===== config.mk =====
export PLATFORM = sky130hd
export DESIGN_NAME = uart_byte_rx
export DESIGN_NICKNAME = d
export VERILOG_FILES = /design/src/rtl/uart_pkg.sv /design/src/rtl/uart_baud_tick.sv /design/src/rtl/uart_byte_rx.sv
export SDC_FILE = /design/constraint.sdc
export NUM_CORES = 1
export LEC_CHECK = 0
export ABC_CLOCK_PERIOD_IN_PS = 4700
export BUFFER_PORTS_ARGS = -buffer_cell sky130_fd_sc_hd__buf_2
export CAP_MARGIN = 20
export CELL_PAD_IN_SITES_DETAIL_PLACEMENT = 0
export CELL_PAD_IN_SITES_GLOBAL_PLACEMENT = 1
export CORE_ASPECT_RATIO = 2
export CORE_UTILIZATION = 40
export DETAILED_ROUTE_END_ITERATION = 8
export PLACE_DENSITY = 0.77
export SETUP_SLACK_MARGIN = 0.15
export SYNTH_ARGS = -nofsm -noshare
export SYNTH_HDL_FRONTEND = slang
export SYNTH_SLANG_ARGS = --single-unit

===== constraint.sdc =====
create_clock -name clk -period 4.7 [get_ports clk]
set_input_delay 0.94 -clock clk [delete_from_list [all_inputs] [get_ports clk]]
set_output_delay 0.94 -clock clk [all_outputs]
set_load 0.02 [all_outputs]

===== src/rtl/uart_pkg.sv =====
// uart_pkg: types, constants and helpers shared by the UART receiver and transmitter.
package uart_pkg;

  // Receiver frame-tracking states.
  typedef enum logic [1:0] {
    idle  = 2'd0,
    start = 2'd1,
    data  = 2'd2,
    stop  = 2'd3
  } rx_state_t;

  // Baud ticks per bit; the receiver's tick counter is sized for exactly this.
  localparam int unsigned OVERSAMPLE = 16;
  // Tick index at the middle of the start bit (8th tick after the edge).
  localparam int unsigned MID_TICK   = 7;
  // Tick index one full bit after the previous sample point.
  localparam int unsigned END_TICK   = 15;

  // Clock cycles per oversampling tick, rounded down.
  function automatic int unsigned tick_div(input int unsigned clk_freq,
                                           input int unsigned baud);
    return clk_freq / (baud * OVERSAMPLE);
  endfunction

endpackage


===== src/rtl/uart_baud_tick.sv =====
// uart_baud_tick: one-cycle tick every DIV clocks, restartable so the tick
// phase can be aligned to an external event (e.g. a start-bit edge).
module uart_baud_tick #(
  parameter int unsigned DIV = 10
) (
  input  logic clk,
  input  logic rstN,
  input  logic clear,
  output logic tick
);

  localparam int unsigned   CW   = (DIV > 2) ? $clog2(DIV) : 1;
  localparam logic [CW-1:0] LAST = CW'(DIV - 1);

  // A divider of 0 or 1 would make the tick a constant level, not a pulse.
  if (DIV < 2) begin : g_bad_div
    $error("uart_baud_tick: DIV must be at least 2");
  end

  logic [CW-1:0] r_cnt;
  logic          r_tick;

  // Count 0..DIV-1 and pulse on wrap; clear holds the count at zero so the
  // first tick arrives exactly DIV cycles after clear drops.
  // NOTE: state updates use non-blocking assignments so every flop samples
  // pre-edge values and simulation matches the synthesised flops.
  always_ff @(posedge clk or negedge rstN) begin
    if (!rstN) begin
      r_cnt  <= '0;
      r_tick <= 1'b0;
    end else if (clear) begin
      r_cnt  <= '0;
      r_tick <= 1'b0;
    end else if (r_cnt == LAST) begin
      r_cnt  <= '0;
      r_tick <= 1'b1;
    end else begin
      r_cnt  <= r_cnt + 1'b1;
      r_tick <= 1'b0;
    end
  end

  assign tick = r_tick;

endmodule


===== src/rtl/uart_byte_rx.sv =====
// uart_byte_rx: 8N1 serial receiver with 16x oversampling. Confirms the start
// bit at mid-bit, samples data LSB first one bit apart, and checks the stop bit.
// Presents each byte with a start pulse, a ready level and a framing-error flag.
module uart_byte_rx #(
  parameter int unsigned CLK_FREQ   = 50_000_000,
  parameter int unsigned BAUD_RATE  = 115_200,
  parameter int unsigned DATA_WIDTH = 8,
  parameter int unsigned OVERSAMPLE = 16
) (
  input  logic                  clk,
  input  logic                  rstN,
  input  logic                  rx,
  output logic                  rx_new_byte_indicate,
  output logic                  rxByteReady,
  output logic [DATA_WIDTH-1:0] byteFromRx,
  output logic                  frame_error
);

  import uart_pkg::*;

  localparam int unsigned     TICK_DIV = uart_pkg::tick_div(CLK_FREQ, BAUD_RATE);
  localparam int unsigned     BW       = (DATA_WIDTH > 1) ? $clog2(DATA_WIDTH) : 1;
  localparam logic [BW-1:0]   LAST_BIT = BW'(DATA_WIDTH - 1);
  localparam logic [3:0]      TICK_MID = 4'(MID_TICK);
  localparam logic [3:0]      TICK_END = 4'(END_TICK);

  // The tick counter and sample points are built around 16 ticks per bit.
  if (OVERSAMPLE != uart_pkg::OVERSAMPLE) begin : g_bad_oversample
    $error("uart_byte_rx: only OVERSAMPLE=16 is supported");
  end

  // The clock must be at least twice the oversampled baud rate.
  if (TICK_DIV < 2) begin : g_bad_tick_div
    $error("uart_byte_rx: CLK_FREQ/(BAUD_RATE*16) must be at least 2");
  end

  // Synchroniser and frame-tracking state.
  logic                  r_rx_meta;
  logic                  r_rx_s;
  rx_state_t             r_state;
  rx_state_t             w_state_next;
  logic [3:0]            r_tick_cnt;
  logic [BW-1:0]         r_bit_cnt;
  logic [DATA_WIDTH-1:0] r_shift;

  // Registered outputs.
  logic                  r_new_byte;
  logic                  r_ready;
  logic [DATA_WIDTH-1:0] r_byte;
  logic                  r_ferr;

  // Decoded strobes from the next-state logic.
  logic                  w_tick;
  logic                  w_div_clear;
  logic                  w_mid_tick;
  logic                  w_end_tick;
  logic                  w_start_ok;
  logic                  w_sample;
  logic                  w_commit;

  // Two-flop synchroniser; the line idles high, so reset to 1 avoids a
  // phantom start edge on release.
  always_ff @(posedge clk or negedge rstN) begin
    if (!rstN) begin
      r_rx_meta <= 1'b1;
      r_rx_s    <= 1'b1;
    end else begin
      r_rx_meta <= rx;
      r_rx_s    <= r_rx_meta;
    end
  end

  // Holding the divider cleared in idle phase-aligns every tick to the start edge.
  assign w_div_clear = (r_state == idle);

  uart_baud_tick #(
    .DIV (TICK_DIV)
  ) u_baud_tick (
    .clk   (clk),
    .rstN  (rstN),
    .clear (w_div_clear),
    .tick  (w_tick)
  );

  assign w_mid_tick = w_tick && (r_tick_cnt == TICK_MID);
  assign w_end_tick = w_tick && (r_tick_cnt == TICK_END);

  // FSM state register.
  always_ff @(posedge clk or negedge rstN) begin
    if (!rstN) begin
      r_state <= idle;
    end else begin
      r_state <= w_state_next;
    end
  end

  // Next-state logic and one-cycle datapath strobes.
  // NOTE: every signal assigned here gets a default first, so no path can
  // leave one unassigned and infer a latch.
  always_comb begin
    w_state_next = r_state;
    w_start_ok   = 1'b0;
    w_sample     = 1'b0;
    w_commit     = 1'b0;
    case (r_state)
      idle: begin
        if (!r_rx_s) begin
          w_state_next = start;
        end
      end
      start: begin
        // Line still low at mid start bit: a real frame. High: a glitch.
        if (w_mid_tick) begin
          if (!r_rx_s) begin
            w_state_next = data;
            w_start_ok   = 1'b1;
          end else begin
            w_state_next = idle;
          end
        end
      end
      data: begin
        if (w_end_tick) begin
          w_sample = 1'b1;
          if (r_bit_cnt == LAST_BIT) begin
            w_state_next = stop;
          end
        end
      end
      stop: begin
        // Sampling mid stop bit leaves half a bit before the next start edge.
        if (w_end_tick) begin
          w_commit     = 1'b1;
          w_state_next = idle;
        end
      end
      default: begin
        w_state_next = idle;
      end
    endcase
  end

  // Tick and bit counters: tick_cnt wraps 15->0 so each sample lands one bit
  // after the previous one; both restart at the confirmed start bit.
  always_ff @(posedge clk or negedge rstN) begin
    if (!rstN) begin
      r_tick_cnt <= '0;
      r_bit_cnt  <= '0;
    end else begin
      if (w_div_clear || w_start_ok) begin
        r_tick_cnt <= '0;
      end else if (w_tick) begin
        r_tick_cnt <= r_tick_cnt + 1'b1;
      end
      if (w_start_ok) begin
        r_bit_cnt <= '0;
      end else if (w_sample) begin
        r_bit_cnt <= r_bit_cnt + 1'b1;
      end
    end
  end

  // Right-shift data in at the MSB so the first (LSB) bit ends at bit 0.
  // NOTE: the shift register is reset even though its contents are only
  // consumed after a full frame; it is small and this keeps it X-free.
  always_ff @(posedge clk or negedge rstN) begin
    if (!rstN) begin
      r_shift <= '0;
    end else if (w_sample) begin
      r_shift <= {r_rx_s, r_shift[DATA_WIDTH-1:1]};
    end
  end

  // Consumer handshake: pulse and ready-fall together on a confirmed start;
  // byte, error flag and ready-rise together on the stop sample. A bad stop
  // bit still commits the byte, with the error flagged.
  always_ff @(posedge clk or negedge rstN) begin
    if (!rstN) begin
      r_new_byte <= 1'b0;
      r_ready    <= 1'b1;
      r_byte     <= '0;
      r_ferr     <= 1'b0;
    end else begin
      r_new_byte <= w_start_ok;
      if (w_start_ok) begin
        r_ready <= 1'b0;
      end
      if (w_commit) begin
        r_byte  <= r_shift;
        r_ferr  <= ~r_rx_s;
        r_ready <= 1'b1;
      end
    end
  end

  assign rx_new_byte_indicate = r_new_byte;
  assign rxByteReady          = r_ready;
  assign byteFromRx           = r_byte;
  assign frame_error          = r_ferr;

endmodule


==> results of run 1 <==
-- kinds of logic (layout without fill, tap and decap cells) --
| family | count (synthesis) | after routing | synth area share |
|---|---|---|---|
| xor+xnor | 7 | 7 | 0.03930 |
| simple gates | 27 | 27 | 0.1083 |
| fa+ha+maj | 5 | 5 | 0.04010 |
| buf+inv | 6 | 23 | 0.03288 |
| compound gates | 8 | 8 | 0.03448 |
| mux | 18 | 18 | 0.1652 |
| flops | 36 | 36 | 0.5798 |
-- sequential cells by signal, indices dropped and copies added, names as in the netlist, named ones only --
signal	flops
r_state	1
r_tick_cnt	4
rx_new_byte_indicate	1
u_baud_tick.r_cnt	5
rxByteReady	1
frame_error	1
r_bit_cnt	3
r_shift	8
byteFromRx	8
u_baud_tick.tick	1
r_rx_s	1
r_rx_meta	1
-- power groups by stage --
stage	sequential [mW]	clock [mW]	combinational (mW)
detailed placement	0.318	0	0.00710
finish	0.313	0.224	0.00666
global placement	0.318	0	0.00687
global route	0.312	0.246	0.00806
floorplan	0.318	0	0.000252
CTS	0.312	0.232	0.00715
-- cells in the final DEF, fill, tap and decap left out --
cell type,Yosys,layout
buf_2,1,13
and4b_4,1,1
clkinv_2,0,2
mux2_4,15,15
a22o_2,1,1
nor2_2,1,1
clkbuf_8,0,6
nor3_1,3,3
o21ai_0,4,4
dfrtp_1,33,33
xnor2_1,3,3
a22o_1,1,1
nor4_4,1,1
nand4_1,3,3
and3_4,1,1
dfstp_2,3,3
mux2_2,2,2
inv_1,2,2
mux2i_1,1,1
o21a_1,2,2
xor2_1,4,4
nand3_1,4,4
nand4b_1,1,1
nand4_2,1,1
nor2_1,9,9
ha_1,5,5
nand2_1,2,2
-- layer usage --
layer / share of wire / track usage / vias up / routed length [um]
met5: 0 / 0 / - / 0
met4: 0.020 / 0.07353 / 0 / 48
met3: 0.025 / 0.03600 / 5 / 61
met2: 0.53 / 0.2300 / 17 / 1315
met1: 0.42 / 0.1501 / 418 / 1032
li1: - / - / 403 / -
-- through the flow --
stage	hold slack (ns)	setup slack [ns]	instances
after floorplan	0.3452	3.127	107
after global placement	0.3456	3.034	165
after detailed placement	0.3507	2.981	165
after CTS	0.3609	2.775	173
after global routing	0.3621	2.769	173
final	0.3596	2.789	173
-- area by class of cell --
class,instances,area (um2),area share
clock buffers,6,82.58,0.04758
multi-input cells,65,604.3,0.3482
flip-flops and latches,36,904.6,0.5213
clock inverters,2,10.01,0.005768
well taps,49,61.31,0.03533
repair buffers,13,65.06,0.03749
inverters,2,7.507,0.004326
-- final timing paths --
kind | endpoint | cells after the start
worst min register to register | r_rx_s | 0
worst max-delay path | rxByteReady | 1
max in group asynchronous | u_baud_tick.r_cnt[1] | 1
min in group asynchronous | byteFromRx[5] | 1
worst max register to register | byteFromRx[1] | 4
worst min-delay path | r_rx_s | 0
==> impl_metrics.ini, run 1 <==
[setup_path]
cp_cell_sequence = buf_2
critPathLaunch = rxByteReady
critPathSlowestCell = dfstp_2
setup.worst_path.class = flop to output pin
cp-start-kind = flop
max_stage_delay_ns = 0.53
cp-end-kind = output pin
regToRegSetupSlack_ns = 2.99
cp.buffers_inverters = 1
r2r_start = r_tick_cnt[0]
path_max_fanout = 2
cp.arrival_ns = 0.97
crit_family = flip-flops
cp.required_ns = 3.76

[die]
io_pins = 14
initial_core_util = 0.4234
core_um2 = 3685
die_area_um2 = 4169
die_height_um = 90.33
num_rows = 31
die_width_um = 46.16

[logic_synthesis]
avgSynthCellArea_um2 = 14.58
yosys-top-cells-area = dfrtp_1 (53%), mux2_4 (14%), dfstp_2 (5.1%)
synthCells = 107
ys_seq_elements = 36
synth_edf_count = 0
synth_area_um2 = 1560
synth_cell_types = 28
yosysSeqAreaShare = 0.5798
yosysMostFrequentCell = dfrtp_1
ys.warnings.count = 0
ys.flop_type = dfrtp_1
synth_area_leader_cell = dfrtp_1
async_flop_share = 1.000
synth.top_cells.by_count = dfrtp_1 (33), mux2_4 (15), nor2_1 (9)
synth_top_cell_area_share = 0.5293
syn_nets = 115

[outcome]
status = complete, no violations

[power]
pwr-share-seq = 0.576
power_frac_comb = 0.012
peakVddDrop_v = 0.0002208
switching_share = 0.2099
power.density_nw_per_um2 = 312.9
leakage_nw = 0.8748
pwr-share-clk = 0.412
total_power_mw = 0.5430
p_sw_mw = 0.1140
p_int_mw = 0.4290

[min_path]
hp-start = r_rx_meta
min_path_type = flop to flop

[drt]
antenna_left = 0
via_per_inst = 4.873
post_drt_wl_per_cell_um = 14.21
drt-initial-drc-count = 8
routed_wl_um = 2458
drc_errors = 0
dr.pass1.iters = 4
vias = 843

[clock_tree]
clock_sinks = 36
postCtsSetupRepairBufs = 0
cts_buffers = 5
clock_latency_ns = 0.28
htreeDepth = 2
hold_buffers = 0
clk_pin_slew_ns = 0.07
post_cts_resized = 0
cts-root-buf = clkbuf_8
cts_tree = done
clock_path_buffers = 2

[grt]
grt_use_total = 0.1386
antenna_found_initial = 0
grt_max_degree = 37
grt_pass1_wl_um = 4174
grt_overflow = 0
grt_pass1_vias = 913

[cells_and_area]
diodes = 0
area_delta_synth_final_pct = 11.23
final_nets = 131
drive_gt1_frac = 0.3790
nFillCells = 321
fin_area_um2 = 1735
final_core_util = 0.4710

[sta]
slew_headroom = 0.4776
fmax_mhz = 523.4
grt_setup_unrepaired = false
final.setup.tns_ns = 0
tightest_slew_ns = 0.7835
slew_violations = 0
final_hold_viol_count = 0
min_period_ns = 1.911
fin_crit_sh = 0.4065
clock_skew_ns = 0.004784
setup_viol = 0

[placement]
port_buffers = 13
place_hpwl_um = 1699
place_congestion = 0.7227
placed_cell_area_um2 = 1643

[job]
cap_viol_max_count = 0
No activity file was read; power rests on OpenSTA's default activity.
==> run 2, diff against run 1 <==
--- a/config.mk
+++ b/config.mk
@@ -5,7 +5,7 @@
 export SDC_FILE = /design/constraint.sdc
 export NUM_CORES = 1
 export LEC_CHECK = 0
-export ABC_CLOCK_PERIOD_IN_PS = 4700
+export ABC_CLOCK_PERIOD_IN_PS = 1800
 export BUFFER_PORTS_ARGS = -buffer_cell sky130_fd_sc_hd__buf_2
 export CAP_MARGIN = 20
 export CELL_PAD_IN_SITES_DETAIL_PLACEMENT = 0
==> constraint.sdc (replaced) <==
create_clock -name clk -period 1.8 [get_ports clk]
set_input_delay 0.36 -clock clk [delete_from_list [all_inputs] [get_ports clk]]
set_output_delay 0.36 -clock clk [all_outputs]
set_load 0.02 [all_outputs]
==> run 2 against run 1 <==
Against the previous run: clock power grew to 2.7 times the previous value; non-clock buffer count grew 7; combinational power grew to 3.1 times the previous value; count of clock-buffer cells in the layout grew 1; die area is the same; register-to-register slack lost 2.8 ns; via count grew 6.0%; clock skew shrank 0.0010 ns; critical path depth grew 4; largest power group unchanged.
==> impl_metrics.ini, run 2 (synthesis gave the netlist of run 1 again) <==
[clock_tree]
cts_buffers = 5
clk_pin_slew_ns = 0.06
clock_sinks = 36
cts_tree = done
htreeDepth = 2
clock_path_buffers = 2
clock_latency_ns = 0.29
cts-root-buf = clkbuf_8

[grt]
antenna_found_initial = 0
grt_overflow = 0
grt_pass1_vias = 955
grt_use_total = 0.1570
grt_max_degree = 30
grt_pass1_wl_um = 4567

[min_path]
min_path_type = primary input to flop
hold_end = r_rx_meta
min_delay_path_depth = 1
hp-start = rx

[setup_path]
cp-end-kind = flop
critPathSlowestCell = dfrtp_1
r2r_cells = 5
cp.required_ns = 1.97
reg2reg_to = r_bit_cnt[1]
regToRegSetupSlack_ns = 0.19
cp_cell_sequence = ha_4 -> and3_4 -> and4b_2 -> buf_6 -> a22o_2
max_stage_delay_ns = 0.43
path_max_fanout = 5
cp.arrival_ns = 1.79
setup.worst_path.class = flop to flop
cp.buffers_inverters = 1
r2r_start = r_tick_cnt[0]
cp-start-kind = flop
crit_family = simple AND/OR/NAND/NOR gates

[cells_and_area]
final_nets = 139
fin_area_um2 = 1822
drive_gt1_frac = 0.4122
nFillCells = 329
multi_input_area_um2 = 628.1
final_common_cell = dfrtp_1
diodes = 0
area_delta_synth_final_pct = 16.76
most-common-layout-cells = dfrtp_1 (33), mux2_4 (15), buf_2 (13)
seqCellArea_um2 = 904.6

[die]
die_area_um2 = 4169
die_width_um = 46.16
num_rows = 31
initial_core_util = 0.4234
core_um2 = 3685
io_pins = 14
die_height_um = 90.33

[sta]
setup_viol = 0
slew_violations = 0
tightest_slew_ns = 0.5497
slew_headroom = 0.6296
grt_setup_unrepaired = false
min_period_ns = 1.613
setup_ws_ns = 0.1870
final_hold_viol_count = 0
final.setup.tns_ns = 0
fmax_mhz = 619.9
clock_skew_ns = 0.003770
fin_crit_sh = 0.8961

[drt]
dr.pass1.iters = 4
via_per_inst = 4.967
vias = 894
post_drt_wl_per_cell_um = 14.86
drt-initial-drc-count = 9
antenna_left = 0
drc_errors = 0
routed_wl_um = 2674

[placement]
post-place-ws_ns = 0.1010
place_hpwl_um = 1789
placed_cell_area_um2 = 1673
place_congestion = 0.6997
port_buffers = 13

[outcome]
status = complete, no violations

[power]
leakage_nw = 0.9152
peakVddDrop_v = 0.0004435
power.density_nw_per_um2 = 790.4

[job]
cap_viol_max_count = 0
-- run 2: report_power, final --
group	total (mW)	internal, mW	switching, mW
sequential	0.816	0.813	0.00268
combinational	0.0206	0.00478	0.0159
clock	0.603	0.340	0.263
total	1.44	1.16	0.281
-- run 2: per-stage QoR --
step	power [mW]	utilization	cells	hold WS, ns
floorplan	0.8308	-	107	0.06441
global placement	0.8505	0.4540	169	0.2024
detailed placement	0.8514	0.4540	169	0.2104
CTS	1.461	0.4879	179	0.1579
global route	1.494	0.4944	180	0.1636
finish	1.440	0.4944	180	0.1679
-- run 2: timing repair --
action                                 CTS  global route
pin swaps                                0             1
buffers inserted                         1             1
resized for setup                        0             3
setup endpoints to repair                9            16
endpoints found under the hold margin    6             0
cloned                                   1             0
hold buffers                             1             0
-- run 2: worst max path at each step --
stage | startpoint | to | slack (ns) | cells past startpoint
after floorplan | r_tick_cnt[0] | r_shift[0] | 0.23 | 5
after global placement | r_tick_cnt[0] | r_shift[7] | 0.16 | 4
after detailed placement | r_tick_cnt[0] | r_shift[7] | 0.10 | 4
after CTS | r_tick_cnt[0] | r_bit_cnt[1] | 0.12 | 5
after global routing | r_tick_cnt[1] | r_shift[7] | 0.16 | 4
final | r_tick_cnt[0] | r_bit_cnt[1] | 0.19 | 5
-- run 2: metal layers --
layer / vias to the layer above / GRT usage / routed length (um)
met2: 21 / 0.2559 / 1461
met5: - / 0 / 0
li1: 419 / - / -
met4: 0 / 0.1029 / 116
met1: 444 / 0.1577 / 1015
met3: 10 / 0.05200 / 80
-- run 2: cell type report --
type | instances | area share
tap | 49 | 0.03365
multi-input combinational | 66 | 0.3448
clock buffer | 7 | 0.05288
sequential | 36 | 0.4966
timing repair buffer | 20 | 0.06799
inverter | 2 | 0.004121
==> run 3, diff against run 2 <==
--- a/config.mk
+++ b/config.mk
@@ -13,8 +13,9 @@
 export CORE_ASPECT_RATIO = 2
 export CORE_UTILIZATION = 40
 export DETAILED_ROUTE_END_ITERATION = 8
-export PLACE_DENSITY = 0.77
+export PLACE_DENSITY = 0.78
 export SETUP_SLACK_MARGIN = 0.15
 export SYNTH_ARGS = -nofsm -noshare
 export SYNTH_HDL_FRONTEND = slang
+export SYNTH_HIERARCHICAL = 1
 export SYNTH_SLANG_ARGS = --single-unit
==> run 3 against run 2 <==
Against the previous run: sequential share of layout area decreased by 0.10 points; global-route usage fell by 1.1 points; utilization is 0.63 points higher; count of clock-buffer cells in the layout decreased by 1; fmax shrank 0.15%; setup slack got worse by 0.0024 ns; final area increased by 0.21%; sequential power about the same; largest power group unchanged.
==> impl_metrics.ini, run 3 <==
[logic_synthesis]
synth_top_cell_area_share = 0.5353
synth_top_family_by_area = multiplexers
synth_simple_gate_area_frac = 0.1192
async_flop_share = 1.000
synth_fa_ha_area_frac = 0.04055
synth.top_cells.by_count = dfrtp_1 (33), mux2_2 (17), nor2_1 (9)
synthMuxAreaShare = 0.1573
synth_area_um2 = 1543
synth_edf_count = 0
avgSynthCellArea_um2 = 14.02
synth_cell_types = 32
yosysMostFrequentCell = dfrtp_1
synth_compound_gate_area_share = 0.03812
syn_nets = 118
ys.flop_type = dfrtp_1
synthCells = 110
synth_area_leader_cell = dfrtp_1
yosys-top-cells-area = dfrtp_1 (54%), mux2_2 (12%), dfstp_2 (5.1%)
synthXorXnorAreaFrac = 0.02271
yosysSeqAreaShare = 0.5864
ys_seq_elements = 36
ys.warnings.count = 6

[drt]
drt-initial-drc-count = 7
post_drt_wl_per_cell_um = 13.39
routed_wl_um = 2451
dr.pass1.iters = 2
vias = 916
antenna_left = 0
drc_errors = 0
via_per_inst = 5.005

[clock_tree]
cts-root-buf = clkbuf_8
cts_buffers = 5
clock_sinks = 36
clock_latency_ns = 0.29
clock_path_buffers = 2
clk_pin_slew_ns = 0.07
cts_tree = done
htreeDepth = 2

[placement]
port_buffers = 13
post-place-ws_ns = 0.09104
place_hpwl_um = 1892
place_congestion = 0.7133

[die]
num_rows = 31
core_um2 = 3646
initial_core_util = 0.4231
io_pins = 14
die_area_um2 = 4124
die_height_um = 89.83
die_width_um = 45.92

[sta]
grt_setup_unrepaired = true
fmax_mhz = 619.0
slew_violations = 0
min_period_ns = 1.615
fin_crit_sh = 0.8975
final_hold_viol_count = 0
setup_ws_ns = 0.1845
tightest_slew_ns = 0.4657
setup_viol = 0
slew_headroom = 0.6863
clock_skew_ns = 0.008117
final.setup.tns_ns = 0

[setup_path]
cp.arrival_ns = 1.78
critPathLaunch = r_tick_cnt[1]
cp_cell_sequence = ha_4 -> nand3_4 -> or4_4 -> inv_4 -> nor2_2 -> mux2_4
max_stage_delay_ns = 0.46
cp.required_ns = 1.97
r2r_cells = 6
r2r_start = r_tick_cnt[1]
crit_family = simple AND/OR/NAND/NOR gates
cp-start-kind = flop
path_max_fanout = 3
cp-end-kind = flop
path_depth = 6
critPathSlowestCell = or4_4
cp.buffers_inverters = 1
setup.worst_path.class = flop to flop

[min_path]
min_path_type = primary input to asynchronous set/reset pin

[grt]
grt_use_total = 0.1457
grt_pass1_wl_um = 4402
antenna_found_initial = 0
grt_max_degree = 20
grt_overflow = 0
grt_pass1_vias = 994

[power]
total_power_mw = 1.435
peakVddDrop_v = 0.0005491
power.density_nw_per_um2 = 786.0
leakage_nw = 0.8991

[job]
cap_viol_max_count = 0

[outcome]
status = complete, no violations

[cells_and_area]
area_delta_synth_final_pct = 18.33
drive_gt1_frac = 0.4851
final_common_cell = dfrtp_1
most-common-layout-cells = dfrtp_1 (33), mux2_2 (17), buf_2 (13)
diodes = 0
final_nets = 141
run 3: cell types whose count changed in the layout (fill, tap and decap cells not counted), moves of 2 or more:
| cell | change |
|---|---|
| o21bai_1 | +2 |
| nand3_1 | -3 |
| o21ai_0 | -3 |
| mux2_2 | +15 |
| and4_2 | +2 |
| xor2_1 | -2 |
| a21oi_1 | +2 |
| nor4_2 | +2 |
| o21a_1 | -2 |
| mux2_4 | -14 |
| nand2_1 | -2 |
run 3: layout make-up:
| type | instances | area [um2] |
|---|---|---|
| multi-input cells | 66 | 615.6 |
| inverters | 4 | 17.52 |
| well taps | 49 | 61.31 |
| repair buffers | 20 | 130.1 |
| fillers | 363 | 1821 |
| clock inverters | 2 | 13.76 |
| flip-flops and latches | 36 | 904.6 |
| clock buffers | 6 | 82.58 |
run 3: what timing repair did:
action,4_1_cts,5_1_grt
buffers inserted,2,2
pin swaps,2,0
resized for setup,1,5
hold buffers,0,0
setup endpoints to repair,8,15
run 3: through the flow:
step,hold WS [ns],utilization,area (um2),std cells
after floorplan,0.06441,-,1548,110
after global placement,0.3267,0.4581,1670,171
after detailed placement,0.3318,0.4581,1670,171
after CTS,0.02098,0.4894,1784,181
after global routing,0.04180,0.5007,1826,183
final,0.01158,0.5007,1826,183
run 3: cells by family after synthesis:
kind of cell / after synthesis
DFF: 36
and+or+nand+nor: 29
muxes: 20
AOI/OAI and AO/OA: 8
buffers and inverters: 8
adders and majority gates: 5
xor gates and xnor gates: 4
run 3: path summary, 6_finish.rpt:
kind,to,slack [ns]
min in group clk,r_rx_meta,0.17
max in group asynchronous,r_rx_meta,1.27
min reg2reg,r_rx_s,0.36
max,r_bit_cnt[0],0.18
min,byteFromRx[5],0.01
max reg2reg,r_bit_cnt[0],0.18
run 3: layer usage:
metal  up-vias  wire length, um  global-route usage
met5         -                0                   0
met4         0               36             0.05882
met3         6               73             0.04217
met2        14             1406              0.2430
met1       462              935              0.1640
li1        434                -                   -
run 3: worst reg2reg max path: cells and delay by family, from the launching register on:
kind	cells	cell delay [ns]
adders and majority gates	1	0.18
DFF	1	0.40
muxes	1	0.25
buffers and inverters	1	0.07
and+or+nand+nor	3	0.59
run 3: power breakdown:
group | internal (mW) | switching (mW) | total, mW
registers | 0.813 | 0.00149 | 0.814
logic | 0.00646 | 0.0164 | 0.0229
clock network | 0.312 | 0.285 | 0.598
